$ cat config.mk
export PLATFORM = sky130hd
export DESIGN_NAME = elstc_buff_ctrl_flat
export DESIGN_NICKNAME = d
export VERILOG_FILES = /design/src/rtl/elstc_buff_if.sv /design/src/rtl/elstc_buff_ctrl.sv /design/src/flat_wrapper.sv
export SDC_FILE = /design/constraint.sdc
export NUM_CORES = 1
export LEC_CHECK = 0
export ABC_AREA = 1
export BUFFER_PORTS_ARGS = -buffer_cell sky130_fd_sc_hd__buf_2
export CAP_MARGIN = 20
export CELL_PAD_IN_SITES_DETAIL_PLACEMENT = 0
export CELL_PAD_IN_SITES_GLOBAL_PLACEMENT = 1
export CORE_MARGIN = 1.5
export CORE_UTILIZATION = 39
export DETAILED_ROUTE_END_ITERATION = 12
export PLACE_DENSITY_LB_ADDON = 0.2
export REMOVE_ABC_BUFFERS = 1
export SLEW_MARGIN = 20
export SYNTH_ARGS = -nofsm -noshare
export SYNTH_HDL_FRONTEND = slang
export SYNTH_SLANG_ARGS = --single-unit
$ cat constraint.sdc
create_clock -name local_clk -period 2.1 [get_ports local_clk]
set_clock_uncertainty 0.2 [all_clocks]
set_input_delay 0.42 -clock local_clk [delete_from_list [all_inputs] [get_ports local_clk]]
set_output_delay 0.42 -clock local_clk [all_outputs]
set_load 0.01 [all_outputs]
$ cat src/rtl/elstc_buff_if.sv
// Status and control bundle between the RX elastic buffer and its sequencing controller.
// The master modport is the controller; the slave modport is the buffer/link side.
interface elstc_buff_if #(
  parameter int COUNT_WIDTH   = 4,
  parameter int ERR_CNT_WIDTH = 8
);
  logic                     ctrl_en;
  logic [COUNT_WIDTH-1:0]   buff_count;
  logic                     full_sync;
  logic                     skp_boundary;
  logic                     elstc_buff_en;
  logic                     flush;
  logic                     rd_en;
  logic                     skp_add_rqst;
  logic                     skp_remv_rqst;
  logic                     buff_err;
  logic [ERR_CNT_WIDTH-1:0] err_count;

  modport master (
    input  ctrl_en, buff_count, full_sync, skp_boundary,
    output elstc_buff_en, flush, rd_en, skp_add_rqst, skp_remv_rqst, buff_err, err_count
  );

  modport slave (
    output ctrl_en, buff_count, full_sync, skp_boundary,
    input  elstc_buff_en, flush, rd_en, skp_add_rqst, skp_remv_rqst, buff_err, err_count
  );
endinterface

$ cat src/rtl/elstc_buff_ctrl.sv
// RX elastic buffer sequencer: flush -> prime -> run, SKP-based re-centring, over/underflow
// detection with automatic re-flush.
//  state   | meaning
//  IDLE    | link inactive, buffer disabled
//  FLUSH   | pointers held in reset for FLUSH_CYCLES
//  PRIME   | writing, reads gated until fill reaches PRIME_LEVEL
//  RUN     | reads allowed, SKP add/remove requests at ordered-set boundaries
//  ERROR   | one-cycle error report, then re-flush
module elstc_buff_ctrl #(
  parameter int COUNT_WIDTH   = 4,
  parameter int DEPTH         = 8,
  parameter int LOW_WM        = 2,
  parameter int HIGH_WM       = 6,
  parameter int PRIME_LEVEL   = 4,
  parameter int FLUSH_CYCLES  = 4,
  parameter int PRIME_TMO     = 64,
  parameter int UFLOW_LIMIT   = 3,
  parameter int ERR_CNT_WIDTH = 8
) (
  input  logic         local_clk,
  input  logic         local_rst,
  elstc_buff_if.master bus
);

  localparam int TMR_MAX = (PRIME_TMO > FLUSH_CYCLES) ? PRIME_TMO : FLUSH_CYCLES;
  localparam int TMR_W   = $clog2(TMR_MAX + 1);
  localparam int UF_W    = $clog2(UFLOW_LIMIT + 1);

  localparam logic [TMR_W-1:0]       FLUSH_LAST = TMR_W'(FLUSH_CYCLES - 1);
  localparam logic [TMR_W-1:0]       PRIME_LAST = TMR_W'(PRIME_TMO - 1);
  localparam logic [UF_W-1:0]        UF_LAST    = UF_W'(UFLOW_LIMIT - 1);
  localparam logic [COUNT_WIDTH-1:0] LOW_LVL    = COUNT_WIDTH'(LOW_WM);
  localparam logic [COUNT_WIDTH-1:0] HIGH_LVL   = COUNT_WIDTH'(HIGH_WM);
  localparam logic [COUNT_WIDTH-1:0] PRIME_LVL  = COUNT_WIDTH'(PRIME_LEVEL);

  if (!(LOW_WM < PRIME_LEVEL && PRIME_LEVEL <= HIGH_WM && HIGH_WM <= DEPTH)) begin : g_cfg_check
    $error("elstc_buff_ctrl: watermarks must satisfy LOW_WM < PRIME_LEVEL <= HIGH_WM <= DEPTH");
  end

  typedef enum logic [2:0] {
    S_IDLE  = 3'd0,
    S_FLUSH = 3'd1,
    S_PRIME = 3'd2,
    S_RUN   = 3'd3,
    S_ERROR = 3'd4
  } state_t;

  state_t                   state_q, state_d;
  logic [TMR_W-1:0]         timer_q, timer_d;
  logic [UF_W-1:0]          uflow_q, uflow_d;
  logic                     skp_add_q, skp_add_d;
  logic                     skp_remv_q, skp_remv_d;
  logic [ERR_CNT_WIDTH-1:0] err_count_q, err_count_d;

  always_ff @(posedge local_clk or negedge local_rst) begin
    if (!local_rst) begin
      state_q     <= S_IDLE;
      timer_q     <= '0;
      uflow_q     <= '0;
      skp_add_q   <= 1'b0;
      skp_remv_q  <= 1'b0;
      err_count_q <= '0;
    end else begin
      state_q     <= state_d;
      timer_q     <= timer_d;
      uflow_q     <= uflow_d;
      skp_add_q   <= skp_add_d;
      skp_remv_q  <= skp_remv_d;
      err_count_q <= err_count_d;
    end
  end

  always_comb begin
    state_d     = state_q;
    timer_d     = '0;
    uflow_d     = '0;
    skp_add_d   = 1'b0;
    skp_remv_d  = 1'b0;
    err_count_d = err_count_q;

    unique case (state_q)
      S_IDLE: begin
        if (bus.ctrl_en) state_d = S_FLUSH;
      end
      S_FLUSH: begin
        if (timer_q == FLUSH_LAST) state_d = S_PRIME;
      end
      S_PRIME: begin
        if (bus.buff_count >= PRIME_LVL)  state_d = S_RUN;
        else if (timer_q == PRIME_LAST)   state_d = S_ERROR;
      end
      S_RUN: begin
        if (bus.full_sync) begin
          state_d = S_ERROR;
        end else if (bus.buff_count == '0 && uflow_q == UF_LAST) begin
          state_d = S_ERROR;
        end else begin
          if (bus.buff_count == '0) uflow_d = uflow_q + 1'b1;
          // A boundary landing on the cycle a request is visible is ignored.
          if (bus.skp_boundary && !(skp_add_q || skp_remv_q)) begin
            skp_add_d  = (bus.buff_count < LOW_LVL);
            skp_remv_d = (bus.buff_count > HIGH_LVL);
          end
        end
      end
      S_ERROR: begin
        state_d = S_FLUSH;
      end
      default: begin
        state_d = S_IDLE;
      end
    endcase

    if (!bus.ctrl_en) begin
      state_d    = S_IDLE;
      uflow_d    = '0;
      skp_add_d  = 1'b0;
      skp_remv_d = 1'b0;
    end

    if (state_d == state_q && (state_q == S_FLUSH || state_q == S_PRIME)) begin
      timer_d = timer_q + 1'b1;
    end

    // Counted on entry so err_count already reflects the error while buff_err is high.
    if (state_d == S_ERROR && err_count_q != '1) begin
      err_count_d = err_count_q + 1'b1;
    end
  end

  assign bus.elstc_buff_en = (state_q == S_PRIME) || (state_q == S_RUN);
  assign bus.flush         = (state_q == S_FLUSH);
  assign bus.rd_en         = (state_q == S_RUN);
  assign bus.buff_err      = (state_q == S_ERROR);
  assign bus.skp_add_rqst  = skp_add_q;
  assign bus.skp_remv_rqst = skp_remv_q;
  assign bus.err_count     = err_count_q;

endmodule

$ cat src/flat_wrapper.sv
// flat-port wrapper written by rule: the top's interface ports become plain ports
module elstc_buff_ctrl_flat 
#(
  parameter int COUNT_WIDTH   = 4,
  parameter int DEPTH         = 8,
  parameter int LOW_WM        = 2,
  parameter int HIGH_WM       = 6,
  parameter int PRIME_LEVEL   = 4,
  parameter int FLUSH_CYCLES  = 4,
  parameter int PRIME_TMO     = 64,
  parameter int UFLOW_LIMIT   = 3,
  parameter int ERR_CNT_WIDTH = 8
)
  (local_clk, local_rst, bus_ctrl_en, bus_buff_count, bus_full_sync, bus_skp_boundary, bus_elstc_buff_en, bus_flush, bus_rd_en, bus_skp_add_rqst, bus_skp_remv_rqst, bus_buff_err, bus_err_count);
  elstc_buff_if #(.COUNT_WIDTH(COUNT_WIDTH), .ERR_CNT_WIDTH(ERR_CNT_WIDTH)) bus_i ();
  input  logic local_clk;
  input  logic local_rst;
  input wire logic [$bits(bus_i.ctrl_en)-1:0] bus_ctrl_en;
  input wire logic [$bits(bus_i.buff_count)-1:0] bus_buff_count;
  input wire logic [$bits(bus_i.full_sync)-1:0] bus_full_sync;
  input wire logic [$bits(bus_i.skp_boundary)-1:0] bus_skp_boundary;
  output wire logic [$bits(bus_i.elstc_buff_en)-1:0] bus_elstc_buff_en;
  output wire logic [$bits(bus_i.flush)-1:0] bus_flush;
  output wire logic [$bits(bus_i.rd_en)-1:0] bus_rd_en;
  output wire logic [$bits(bus_i.skp_add_rqst)-1:0] bus_skp_add_rqst;
  output wire logic [$bits(bus_i.skp_remv_rqst)-1:0] bus_skp_remv_rqst;
  output wire logic [$bits(bus_i.buff_err)-1:0] bus_buff_err;
  output wire logic [$bits(bus_i.err_count)-1:0] bus_err_count;
  assign bus_i.ctrl_en = bus_ctrl_en;
  assign bus_i.buff_count = bus_buff_count;
  assign bus_i.full_sync = bus_full_sync;
  assign bus_i.skp_boundary = bus_skp_boundary;
  assign bus_elstc_buff_en = bus_i.elstc_buff_en;
  assign bus_flush = bus_i.flush;
  assign bus_rd_en = bus_i.rd_en;
  assign bus_skp_add_rqst = bus_i.skp_add_rqst;
  assign bus_skp_remv_rqst = bus_i.skp_remv_rqst;
  assign bus_buff_err = bus_i.buff_err;
  assign bus_err_count = bus_i.err_count;
  elstc_buff_ctrl #(.COUNT_WIDTH(COUNT_WIDTH), .DEPTH(DEPTH), .LOW_WM(LOW_WM), .HIGH_WM(HIGH_WM), .PRIME_LEVEL(PRIME_LEVEL), .FLUSH_CYCLES(FLUSH_CYCLES), .PRIME_TMO(PRIME_TMO), .UFLOW_LIMIT(UFLOW_LIMIT), .ERR_CNT_WIDTH(ERR_CNT_WIDTH)) u_core (.local_clk(local_clk), .local_rst(local_rst), .bus(bus_i));
endmodule
Word-level counts from Yosys, hierarchy flattened --
Index checks and enable logic that the tools add are counted.
Storage, ports and cells: register bits after elaboration 22, latch bits 0, bits in writable memories 0, memory bits (read-only) 0, input bits 9, output and inout port bits 14, word-level logic and storage cells 56, memories kept 0
Cells by class: add/sub/neg operators 3, multiply operators 0, divide/modulo/power cells 0, magnitude comparators 3, equal/unequal tests 10, shift-type cells 0, muxes and demuxes 23, bitwise logic cells 0, reduce and logical (&&, ||, !) cells 11
Operator list (number):
- 2-to-1 mux 3 bit | 6
- case mux 3 bit (4 select lines) | 1
- 2-to-1 mux 1 bit | 10
- 2-to-1 mux 2 bit | 5
- adder 8 x 1 -> 8 bit, second input constant | 1
- inequality test 8 bit, second input constant | 1
- adder 7 x 1 -> 7 bit, second input constant | 1
- equality test 7 x 2 -> 1 bit, second input constant | 1
- equality test 7 x 6 -> 1 bit, second input constant | 1
- 2-to-1 mux 7 bit | 1
- equality test 3 x 2 -> 1 bit, second input constant | 2
- equality test 3 bit, second input constant | 2
- >= comparator 4 x 3 -> 1 bit, second input constant | 1
- greater-than comparator 4 x 3 -> 1 bit, second input constant | 1
- logical AND 1 bit | 4
- zero test 4 bit | 1
- < comparator 4 x 2 -> 1 bit, second input constant | 1
- equality test 3 x 1 -> 1 bit, second input constant | 1
- equality test 3 bit | 1
- zero test 3 bit | 1
- logical OR 1 bit | 3
- adder 2 x 1 -> 2 bit, second input constant | 1
- equality test 2 bit, second input constant | 1
- OR reduction 2 bit | 1
- zero test 1 bit | 1

Depth between registers and ports, before layout --
Gate-level depths: netlist of run 1.
word-level depth 9, gate-level depth with buffers 11, depth with buffers taken out 11

Least setup slack after synthesis of run 1 --
OpenSTA, ideal clock, no wires.
kind reg-to-reg, from register u_core.timer_q[0], to register u_core.err_count_q[4] (netlist: u_core.bus.err_count[4]), setup time 0.125 ns, arrival time 1.400 ns, data required time 1.775 ns, setup slack 0.375 ns, cell stages (with the launch flop) 10, path buffers 0, clock period less this slack 1.725 ns, path through dfrtp_1 ha_1 nand3_2 nor2_1 nand3_1 nand2_1 nand2_2 nor2_4 nand2_1 xor2_1
On the way: cells in the longest elaborated chain, start to end 7, elaborated cells between the ends (all ways) 9, classes of those cells eq/ne: 3; mux: 5; reduce/logical: 1
RTL lines:
- start: declaration | RTL line elstc_buff_ctrl.sv:49 | logic [TMR_W-1:0] timer_q, timer_d;
- start signal: assignment | RTL line elstc_buff_ctrl.sv:65 | timer_q <= timer_d;
- equality test 7 x 6 -> 1 bit | RTL line elstc_buff_ctrl.sv:90 | else if (timer_q == PRIME_LAST) state_d = S_ERROR;
- 2-to-1 mux 3 bit | RTL line elstc_buff_ctrl.sv:90
- 2-to-1 mux 3 bit | RTL line elstc_buff_ctrl.sv:89 | if (bus.buff_count >= PRIME_LVL) state_d = S_RUN;
- case mux 3 bit (4 select lines) (*) | RTL line elstc_buff_ctrl.sv:81 | unique case (state_q)
- 2-to-1 mux 3 bit (*) | RTL line elstc_buff_ctrl.sv:114 | if (!bus.ctrl_en) begin
- equality test 3 bit (*) | RTL line elstc_buff_ctrl.sv:126 | if (state_d == S_ERROR && err_count_q != '1) begin
- logical AND 1 bit (*) | RTL line elstc_buff_ctrl.sv:126
- end signal: assignment | RTL line elstc_buff_ctrl.sv:69 | err_count_q <= err_count_d;
- end: declaration | RTL line elstc_buff_ctrl.sv:53 | logic [ERR_CNT_WIDTH-1:0] err_count_q, err_count_d;
Mark *: on every way between the ends. The rest lies on a longest branch, timed or not. A chain may end at the register's enable or synchronous reset.

Final worst setup path of run 1 --
from register u_core.timer_q[0], to register u_core.err_count_q[2] (netlist: u_core.bus.err_count[2])
Same word-level chain as after synthesis.

==> metrics, run 1 <==
status=finished with violations; failing checks=design-rule violations; Final min period=around 1900 ps; storage element area=between 500 and 600 um^2; Final Max Slew Viols=0; die area=approximately 0.0033 mm^2; Lkg Pwr=approximately 0.70 nW; sequential element share of the synthesized area=a little under half; largest net degree at the start of global routing=23; period utilisation layout=approximately nine tenths; via/cell ratio=roughly 4.8; # clock sinks=22; first-pass GRT wire length=a little under 4 mm; Compound-Gate Fraction of Synth Area=3.319%; Rel. slew slack=between 60% and 70%; CTS root buffer=clkbuf_4; Post-Synth Simple-Gate Area=roughly a third; postcts setup bufs=0; setup TNS=0 ps; met1 Use GR=a little over a fifth; IO Pins=23; Routed WL=2.197 mm; RSZ-0062 raised after global routing=false; Worst Hold Class=in -> reg; Clk Latency, worst-skew pair=roughly 300 ps; hold slack=about 95 ps; share of cells above drive strength 1=a little under a quarter; met3 usage=2.009%; Cell Area, Synth=approximately 0.0012 mm^2; number of global-route vias before repair=roughly 900; Tot GR Track Use=~15%; DR vias=about 930; Final Wtd Congestion=around 0.80; CP max FO=9; # DRC=2; post-synthesis cell count=between 100 and 150; mux share of post-synthesis cell area=0%; Final Hold Fails=0; TritonCTS clock tree=built; Worst setup EP type=flop; Diodes inserted=0; Die Height=about 58 um; Final setup viols=0; GR peak layer=met2; total power=about 0.75 mW; Core Region=around 0.0028 mm^2; wire per inst=roughly 11 um; PwrDens=about 550 mW/mm^2; Layout area overhead=16.17%; Post-Synth XOR/XNOR Area=8.244%; Critical Path RT=roughly 2100 ps; clock-pin transition on the worst setup and hold timing paths=roughly 120 ps; Initial Util=41.66%; nets=around 180; post-CTS resize count=0; Yosys cell types=22; Port-buffer cells=22; Clock Tree Buf Depth=2; critical path arrival=1880 ps; width of the die=57.74 um; grt total ovfl=0; Core Rows=19; Pre-Repair DR Iteration Count=8; DRT antenna net count=0; worst slew pin tran=491.4 ps; worst vdd ir=roughly 0.00038 V; Yosys reg bits=22; DRT iter0 DRCs=47; largest family of logic cells by synthesized area=simple AND/OR/NAND/NOR gates; post-DP HPWL=between 1.5 and 2 mm; Synth Warn #=0; worst reg-to-reg setup slack=about 210 ps; mean post-synth cell area=8.468 um^2; Highest Clock Rate=~530 MHz; initial antenna violation count=0; Num CTS Buffers=3; worst setup path category=reg -> reg; H-tree depth=1; Layout fillers=300; met2 usage=23.38%; number of max-cap violations=0; Multi-input gate area=543.0 um^2; Synth Area in Adders=approximately 3.2%; CP startpoint kind=flop
[placed cells by master (no fill, tap or decap), types with 2 or more instances in the layout]
master,n
dfrtp_1,22
nand3_2,4
nand2_1,20
nand2_2,2
o21ai_0,4
xor2_1,7
xnor2_1,4
nand3_1,9
nor2_4,2
clkbuf_4,3
nor4_1,2
inv_1,19
nor2_1,24
nor3_1,7
nand3b_1,2
buf_2,22
ha_1,3
[power by group]
part / leakage (nW) / total (mW) / internal (mW) / switching, mW
Combinational: 0.399 / 0.105 / 0.0400 / 0.0648
Clock: 0.0138 / 0.185 / 0.0667 / 0.118
Sequential: 0.284 / 0.461 / 0.442 / 0.0189
[per-layer routing]
layer	share of wire, %	vias to the layer above
met5	0	-
met4	0.59	0
met3	2.8	2
met2	46	14
met1	51	426
li1	-	490
[sequential cells by signal, summed over array words and instances, names as in the netlist]
register / flops
u_core.timer_q: 7
u_core.bus.skp_add_rqst: 1
u_core.uflow_q: 2
u_core.state_q: 3
u_core.bus.err_count: 8
u_core.bus.skp_remv_rqst: 1
[Yosys cell counts, drive strengths merged]
cell,n,area [um^2]
nor2,27,118.9
nand4,1,6.260
nor4,2,12.51
nand3,13,85.08
xnor2,4,35.03
dfrtp,22,550.5
inv,20,75.07
nand3b,2,15.01
ha,3,37.54
o21ai,5,25.02
nand2,22,87.58
nor3,8,45.04
xor2,7,61.31
a21oi,2,13.76
[worst paths after layout]
| kind | start | to | cells after the start |
|---|---|---|---|
| max | u_core.timer_q[0] | u_core.bus.err_count[2] | 9 |
| min in group asynchronous | local_rst | u_core.bus.err_count[3] | 2 |
| min reg2reg | u_core.uflow_q[0] | u_core.uflow_q[0] | 1 |
| max reg2reg | u_core.timer_q[0] | u_core.bus.err_count[2] | 9 |
| min | bus_buff_count[2] | u_core.bus.skp_add_rqst | 2 |
| max in group asynchronous | local_rst | u_core.bus.err_count[1] | 2 |
[cell type report]
cell class | instances | area share (%)
Clock buffer | 3 | 1.659
Sequential cell | 22 | 40.55
Inverter | 20 | 5.530
Multi-Input combinational cell | 96 | 40.00
Tap cell | 31 | 2.857
Timing Repair Buffer | 24 | 9.401
[cell families after synthesis]
kind of cell | Yosys count
adders and majority gates | 3
buffers and inverters | 20
xor gates and xnor gates | 11
and+or+nand+nor | 75
DFF | 22
AOI/OAI and AO/OA | 7
[metrics by stage]
step / instance area, um^2 / utilization, % / cells / worst slack [ps]
6_report: 1358 / 48.39 / 196 / 214.3
4_1_cts: 1358 / 48.39 / 196 / 183.8
3_5_place_dp: 1325 / 47.23 / 192 / 131.7
2_1_floorplan: 1169 / - / 138 / 375.0
5_1_grt: 1358 / 48.39 / 196 / 7.680
3_3_place_gp: 1325 / 47.23 / 192 / 139.7
[critical path: stages, from the launching register on]
cell and delay (ps):
dfrtp_1 380, ha_1 220, nand3_2 120, nor2_1 160, nand3_1 90, nand2_1 90
nand2_2 80, nor2_4 190, nand2_1 110, xnor2_1 130
[repair_timing]
item,in CTS,in global routing
hold buffers,1,0
hold endpoints to repair,22,0
endpoints found under the setup margin,0,0
No activity file was read; power rests on OpenSTA's default activity.
==> run 2: changes to the inputs <==
SETUP_SLACK_MARGIN = 0.4   (was not set)
==> run 2 against run 1 <==
Against the previous run:
- wire length is 15% higher
- cell count is 8.2% higher
- critical path depth is 1 higher
- highest routed layer unchanged
- clock power hardly changed
- the run still ends with design-rule violations left
- critical path type unchanged
- non-clock buffer count is 15 higher
- die area stayed put
==> metrics, run 2 (same netlist as run 1, synthesis figures left out) <==
Clk Latency, worst-skew pair=300 ps; placed insts=~190; Largest register FFs=8; Final Wtd Congestion=approximately 0.80; CP bufs+invs=0; worst slew pin tran=just under 500 ps; CP startpoint=u_core.uflow_q[1]; Final min period=approximately 1800 ps; number of max-cap violations=0; largest net degree at the start of global routing=23; leading cell type in the layout, fill and taps excluded=buf_2; slowest stage cell, crit path=dfrtp_1; CP max FO=7; Tot GR Track Use=about 16%; Layout area overhead=43.90%; Hold Path Cell Cnt=2; PwrDens=about 500 mW/mm^2; DR vias=1,017; Routed WL=between 2 and 3 mm; post-route insts no fill=212; R2R Path End=u_core.timer_q[3]; grt total ovfl=0; Core Region=~0.0028 mm^2; # clock sinks=22; setup TNS=0 ps; Final setup viols=0; Diodes inserted=0; worst reg-to-reg path cell count=10; GR peak layer=met2; first-pass GRT wire length=4.243 mm; critical-path cell list=ha_4 > nand3_4 > nand2_1 > nand2_2 > nand2_2 > nand2_4 > nand2_1 > a21oi_4 > nand3_4 > nor2_2; DRT iter0 DRCs=15; met1 Use GR=21.36%; critical path depth in cells=10; wire per inst=about 12 um; Core Rows=19; # DRC=1; post-DP HPWL=between 1.5 and 2 mm; met3 usage=under 10%; Highest Clock Rate=about 560 MHz; CTS root buffer=clkbuf_4; worst vdd ir=0.0003822 V; TritonCTS clock tree=built; reg2reg start=u_core.uflow_q[1]; width of the die=around 58 um; Worst Hold Class=in -> reg; share of cells above drive strength 1=48.07%; Num CTS Buffers=3; period utilisation layout=roughly 85%; nets=195; worst setup path category=reg -> reg; Layout fillers=253; failing checks=design-rule violations; Lkg Pwr=roughly 0.80 nW; Worst setup EP type=flop; RSZ-0062 raised after global routing=true; via/cell ratio=4.797; die area=between 0.003 and 0.004 mm^2; clock-pin transition on the worst setup and hold timing paths=between 100 and 150 ps; Port-buffer cells=22; commonest non-fill, non-tap cells in the layout=buf_2, dfrtp_1, inv_1; Critical Path RT=2140 ps; Final Max Slew Viols=0; DRT antenna net count=0; Pre-Repair DR Iteration Count=10; number of global-route vias before repair=a little over 1,000; hold wc startpoint=bus_buff_count[2]; Die Height=slightly below 60 um; Clock Tree Buf Depth=2; total power=0.8222 mW; status=finished with violations; Rel. slew slack=about 67%; critical path arrival=~1800 ps; met2 usage=between 20% and 30%; CP endpoint=u_core.timer_q[3]; Final Hold Fails=0; worst reg-to-reg setup slack=around 300 ps; Crit path largest cell delay=approximately 420 ps; Initial Util=a little over two fifths; CP startpoint kind=flop; H-tree depth=1; Core Util, Final=between 50% and 60%; IO Pins=23; initial antenna violation count=0; kind of cell adding the most delay to the critical path=simple AND/OR/NAND/NOR gates
run 2: cell types whose count changed in the layout (fill, tap and decap cells not counted), sizes merged:
cell and change:
buf +15, nor2 +1
run 2: what timing repair did:
| item | in CTS | in global routing |
|---|---|---|
| endpoints found under the setup margin | 19 | 19 |
| hold buffers | 1 | 0 |
| buffers inserted | 10 | 5 |
| cloned | 1 | 0 |
| hold endpoints to repair | 22 | 0 |
| resized for setup | 22 | 31 |
| pin swaps | 15 | 13 |
run 2: worst min path at each step:
stage and end:
2_1_floorplan u_core.bus.err_count[0], 3_3_place_gp u_core.bus.err_count[0], 3_5_place_dp u_core.timer_q[3], 4_1_cts u_core.bus.skp_add_rqst, 5_1_grt u_core.bus.skp_add_rqst, 6_report u_core.bus.skp_add_rqst
run 2: area by class of cell:
| cell class | instances | area [um^2] | share of cell area (%) |
|---|---|---|---|
| Multi-Input combinational cell | 97 | 723.2 | 43.01 |
| Sequential cell | 22 | 554.3 | 32.96 |
| Timing Repair Buffer | 39 | 267.8 | 15.92 |
| Inverter | 20 | 75.07 | 4.464 |
| Tap cell | 31 | 38.79 | 2.307 |
| Clock buffer | 3 | 22.52 | 1.339 |
run 2: report_power, final:
part	switching [mW]	internal, mW
sequential	0.0211	0.442
combinational	0.0924	0.0781
clock	0.122	0.0668
run 2: metal layers:
| layer | part of all wire (%) | routed length, um |
|---|---|---|
| met5 | 0 | 0 |
| met4 | 0.75 | 19 |
| met3 | 2.3 | 59 |
| met2 | 52 | 1301 |
| met1 | 45 | 1142 |
run 2: worst reg2reg max path, delay by kind of cell, from the launching register on:
kind,cells,cell delay [ps]
and+or+nand+nor,8,780
DFF,1,420
adders and majority gates,1,170
AOI/OAI and AO/OA,1,150
run 2: per-stage QoR:
stage	cell area (um^2)	hold WS, ps	setup WS, ps
3_3_place_gp	1325	215.9	139.7
3_5_place_dp	1325	217.0	131.7
4_1_cts	1525	81.71	336.6
5_1_grt	1682	68.01	199.3
6_report	1682	90.55	308.7
2_1_floorplan	1169	-75.59	375.0
